===== src/rtl/seq_det_ctrl.sv =====
// Sequencing controller for a serial "101" detector: loads a word, clears the detector,
// shifts the word out MSB first and reports the number of matches. SEQ_DET_CTRL_STATS_EN adds tot_match.
module seq_det_ctrl #(
  parameter int DATA_W = 8,
  parameter int CNT_W  = 4
) (
  input  logic              clk,
  input  logic              reset,
  input  logic [DATA_W-1:0] in_data,
  input  logic              in_valid,
  output logic              in_ready,
  output logic              det_clr,
  output logic              det_din,
  input  logic              det_dout,
  output logic [CNT_W-1:0]  out_cnt,
  output logic              out_hit,
  output logic              out_valid,
  input  logic              out_ready
`ifdef SEQ_DET_CTRL_STATS_EN
  ,
  output logic [15:0]       tot_match
`endif
);

  // state | meaning
  // IDLE  | waiting for a word, in_ready high
  // CLEAR | one cycle of det_clr so no match carries over from the previous word
  // SHIFT | DATA_W cycles driving det_din, MSB first
  // DRAIN | one idle bit so the detector's response to the last bit is counted
  // DONE  | result presented until out_ready

  localparam int IDX_W = $clog2(DATA_W);

  typedef enum logic [2:0] {IDLE, CLEAR, SHIFT, DRAIN, DONE} state_t;

  state_t             state_q, state_d;
  logic [DATA_W-1:0]  shift_q, shift_d;
  logic [IDX_W-1:0]   bits_left_q, bits_left_d;
  logic [CNT_W-1:0]   cnt_q, cnt_d;
  logic [CNT_W-1:0]   out_cnt_q, out_cnt_d;
  logic               out_hit_q, out_hit_d;
  logic               in_ready_q, in_ready_d;
  logic               det_clr_q, det_clr_d;
  logic               det_din_q, det_din_d;
  logic               out_valid_q, out_valid_d;

  always_comb begin
    state_d     = state_q;
    shift_d     = shift_q;
    bits_left_d = bits_left_q;
    cnt_d       = cnt_q;
    out_cnt_d   = out_cnt_q;
    out_hit_d   = out_hit_q;
    det_din_d   = 1'b0;

    if ((state_q == SHIFT || state_q == DRAIN) && det_dout && (cnt_q != {CNT_W{1'b1}}))
      cnt_d = cnt_q + CNT_W'(1);

    case (state_q)
      IDLE: begin
        if (in_valid) begin
          shift_d     = in_data;
          bits_left_d = IDX_W'(DATA_W - 1);
          cnt_d       = '0;
          state_d     = CLEAR;
        end
      end
      CLEAR: begin
        det_din_d = shift_q[DATA_W-1];
        shift_d   = {shift_q[DATA_W-2:0], 1'b0};
        state_d   = SHIFT;
      end
      SHIFT: begin
        // det_din is registered, so each bit is launched one cycle ahead of its SHIFT cycle
        if (bits_left_q == '0) begin
          state_d = DRAIN;
        end else begin
          det_din_d   = shift_q[DATA_W-1];
          shift_d     = {shift_q[DATA_W-2:0], 1'b0};
          bits_left_d = bits_left_q - IDX_W'(1);
        end
      end
      DRAIN: begin
        out_cnt_d = cnt_d;
        out_hit_d = (cnt_d != '0);
        state_d   = DONE;
      end
      DONE: begin
        if (out_ready)
          state_d = IDLE;
      end
      default: state_d = IDLE;
    endcase

    in_ready_d  = (state_d == IDLE);
    det_clr_d   = (state_d == CLEAR);
    out_valid_d = (state_d == DONE);
  end

  always_ff @(posedge clk or negedge reset) begin
    if (!reset) begin
      state_q     <= IDLE;
      shift_q     <= '0;
      bits_left_q <= '0;
      cnt_q       <= '0;
      out_cnt_q   <= '0;
      out_hit_q   <= 1'b0;
      in_ready_q  <= 1'b1;
      det_clr_q   <= 1'b1;
      det_din_q   <= 1'b0;
      out_valid_q <= 1'b0;
    end else begin
      state_q     <= state_d;
      shift_q     <= shift_d;
      bits_left_q <= bits_left_d;
      cnt_q       <= cnt_d;
      out_cnt_q   <= out_cnt_d;
      out_hit_q   <= out_hit_d;
      in_ready_q  <= in_ready_d;
      det_clr_q   <= det_clr_d;
      det_din_q   <= det_din_d;
      out_valid_q <= out_valid_d;
    end
  end

  assign in_ready  = in_ready_q;
  assign det_clr   = det_clr_q;
  assign det_din   = det_din_q;
  assign out_cnt   = out_cnt_q;
  assign out_hit   = out_hit_q;
  assign out_valid = out_valid_q;

`ifdef SEQ_DET_CTRL_STATS_EN
  logic [15:0] tot_q, tot_d;
  logic [16:0] tot_sum;

  always_comb begin
    tot_sum = {1'b0, tot_q} + 17'(out_cnt_q);
    tot_d   = tot_q;
    if (out_valid_q && out_ready)
      tot_d = tot_sum[16] ? 16'hFFFF : tot_sum[15:0];
  end

  always_ff @(posedge clk or negedge reset) begin
    if (!reset) tot_q <= '0;
    else        tot_q <= tot_d;
  end

  assign tot_match = tot_q;
`endif

endmodule


===== config.mk =====
export PLATFORM = sky130hd
export DESIGN_NAME = seq_det_ctrl
export DESIGN_NICKNAME = d
export VERILOG_FILES = /design/src/rtl/seq_det_ctrl.sv
export SDC_FILE = /design/constraint.sdc
export NUM_CORES = 1
export LEC_CHECK = 0
export CORE_MARGIN = 10
export CORE_UTILIZATION = 46
export DETAILED_ROUTE_END_ITERATION = 16
export PLACE_DENSITY = 0.74
export SKIP_CTS_REPAIR_TIMING = 1
export SYNTH_ARGS = -nofsm -noshare
export SYNTH_HDL_FRONTEND = slang
export SYNTH_SLANG_ARGS = --single-unit
export TNS_END_PERCENT = 100

===== constraint.sdc =====
create_clock -name clk -period 1.65 [get_ports clk]
set_clock_uncertainty 0.2 [all_clocks]
set_input_delay 0.165 -clock clk [delete_from_list [all_inputs] [get_ports clk]]
set_output_delay 0.165 -clock clk [all_outputs]
set_load 0.01 [all_outputs]

==> qor.txt <==
Clk buf depth - 2
GPL Wtd Cong - 0.745
# port buffers - 21
CTS tree - built
RSZ-0062 raised after global routing - yes
Core Area - 2710 um^2
Yosys warning total - 0
Arr. time, crit path - 1830 ps
Status - complete, but fails checks
Max incr delay on CP - 470 ps
Placed wire-length estimate - 1890 um
Largest net degree at the start of global routing - 28
Clock transition at the registers of the reported paths - 140 ps
Post-placement cell count - 171
Final Setup Violations - 9
Worst path most repeated cell - mux2_4
Min-Delay Path Depth - 2
Syn avg cell area - 12.0 um^2
First-pass GRT wire length - 4390 um
WL final - 2920 um
Setup ws final - -156 ps
Share of the clock period used by the worst path - 109%
Failing checks - negative setup slack
Die ar. - 5270 um^2
Slew Viols, Final - 0
Max cap viols - 0
Commonest non-fill, non-tap cells in the layout - dfrtp_1 (23), buf_4 (20), clkdlybuf4s50_1 (15)
Max-slew headroom - 75.1%
Chip height - 72.6 um
Via density - 5.25
Die Span X - 72.6 um
R2R cell count - 5
Number of global-route vias before repair - 973
WP depth - 5
CP required - 1670 ps
Synth unique cells - 33
Met1 usage - 12.0%
Syn_nets - 122
PwrDens - 1820 nW/um^2
Worst skew pair latency - 320 ps
Ant diodes - 0
Post-route total power - 0.00346 W
Worst path slowest cell - dfrtp_2
Core Util, Final - 70.0%
Clk sinks - 27
Flops & latches, synth - 27
Cell count after synthesis - 106
Placed Area - 1660 um^2
All-Layer GR Usage - 10.2%
# DRC - 0
Worst hold path class - reg -> reg
Global Route met2 Usage - 17.3%
Initial Utilization - 46.9%
Per-cell routed wire length - 16.0 um
Post-DRT Antenna Nets - 0
Syn-to-layout area delta - 49.3%
Top delay family on crit path - multiplexers
Commonest non-fill, non-tap cell in the layout - dfrtp_1
F_max - 554 MHz
Drt first pass iters - 3
Critical path, cell by cell - nand2b_4, a21oi_4, buf_12, mux2_4, mux2_4
LEAKAGE - 0.931 nW
H-tree levels - 1
Num CTS Buffers - 3
Max IR drop VDD - 1.16 mV
Crit. End Element - flop
Non-Filler Instances - 183
Via count - 961
Critical Path Start Type - flop
Finished Cell Area - 1900 um^2
Max FO, Critical Path - 8
Endpoints failing hold - 0
Worst Path Class, Setup - reg -> reg
I/O Pins - 22
Crit path time final - 1810 ps
Std-Cell Rows - 19
Crit path buf inv count - 1
Fin nets - 169
Seq/Total Area, Yosys - 53.3%
Total gr overflow - 0
Busiest grt layer - met2
Root buffer cell - clkbuf_4
DR iter-0 viols - 37
Mapped cell area - 1270 um^2
Least-Margin Pin Slew - 370 ps
Met3 usage - 2.72%
Initial antenna violation count - 0
Fraction of layout instances using a drive strength above 1 - 42.1%
[cell usage after synthesis]
cell type,number,share of area [%]
nand3b_1,3,1.8
or4b_1,1,0.79
nand4_1,1,0.49
nand2_1,7,2.1
nor2b_1,2,0.98
o21bai_1,1,0.59
mux2_2,8,7.1
buf_2,2,0.79
a32oi_1,1,0.69
mux2_1,7,6.2
nor2_1,5,1.5
o2111ai_1,1,0.69
and3b_1,1,0.69
xor2_1,1,0.69
inv_1,4,1.2
clkbuf_1,1,0.29
a21oi_4,1,1.3
a21oi_2,1,0.69
and4b_1,1,0.79
nand4b_1,1,0.69
dfstp_2,2,4.1
o211ai_1,1,0.59
ha_1,3,3.0
o21ai_0,4,1.6
nor3_1,2,0.79
nor4bb_1,1,0.79
a21boi_0,2,1.2
nand3_1,2,0.79
dfrtp_1,25,49
a21oi_1,1,0.39
mux2i_1,4,3.1
nand2b_1,8,3.9
a22oi_1,1,0.59
[worst min-delay path, delay by kind of cell, from the launching register on]
family | cells | cell delay, ps
and+or+nand+nor | 1 | 50
AOI/OAI and AO/OA | 1 | 70
DFF | 1 | 370
[through the flow]
step	hold slack (ps)	TNS, ps	worst slack [ps]
finish	312	-1220	-156
global route	325	-1820	-193
CTS	-5.21	-1980	-197
detailed placement	282	-1490	-157
global placement	268	-1120	-131
floorplan	-331	-703	-94.6
[per-layer routing]
| layer | up-vias | wire, um |
|---|---|---|
| met5 | - | 0 |
| met4 | 0 | 19 |
| met3 | 2 | 85 |
| met2 | 10 | 1560 |
| met1 | 482 | 1260 |
| li1 | 467 | - |
[worst paths after layout]
check	startpoint	slack (ps)	endpoint
setup / recovery	state_q[0]	-160	shift_q[1]
hold / removal	out_cnt[0]	310	out_cnt[0]
setup reg to reg	state_q[0]	-160	shift_q[1]
hold reg to reg	out_cnt[0]	310	out_cnt[0]
max in group asynchronous	reset	400	in_ready
min in group asynchronous	reset	530	bits_left_q[0]
[area by class of cell]
type                       instances  area, um^2
tap                               31        38.8
sequential                        27         681
timing repair buffer              45         437
fill                             183         812
clock buffer                       3        22.5
multi-input combinational         72         697
inverter                           4        15.0
clock inverter                     1        7.51
[report_power, final]
| part | internal, W | switching, W | total [W] | leakage (nW) |
|---|---|---|---|---|
| sequential | 0.000962 | 0.000170 | 0.00113 | 0.327 |
| clock | 0.0000925 | 0.000199 | 0.000291 | 0.0139 |
| combinational | 0.00124 | 0.000799 | 0.00204 | 0.590 |
[state kept, by name (all words and copies together), names as in the netlist]
| name | cells |
|---|---|
| out_cnt | 4 |
| state_q | 3 |
| det_din | 1 |
| out_valid | 1 |
| det_clr | 1 |
| in_ready | 1 |
| shift_q | 8 |
| cnt_q | 4 |
| out_hit | 1 |
| bits_left_q | 3 |
[kinds of logic (layout without fill, tap and decap cells)]
kind of cell / after synthesis / after routing / share of synthesized area [%]
mux: 19 / 19 / 16.4
buf+inv: 7 / 53 / 2.26
xor+xnor: 1 / 1 / 0.689
fa+ha+maj: 3 / 3 / 2.95
compound gates: 14 / 14 / 8.27
flops: 27 / 27 / 53.3
simple gates: 35 / 35 / 16.0
(Power assumes the default switching activity.)
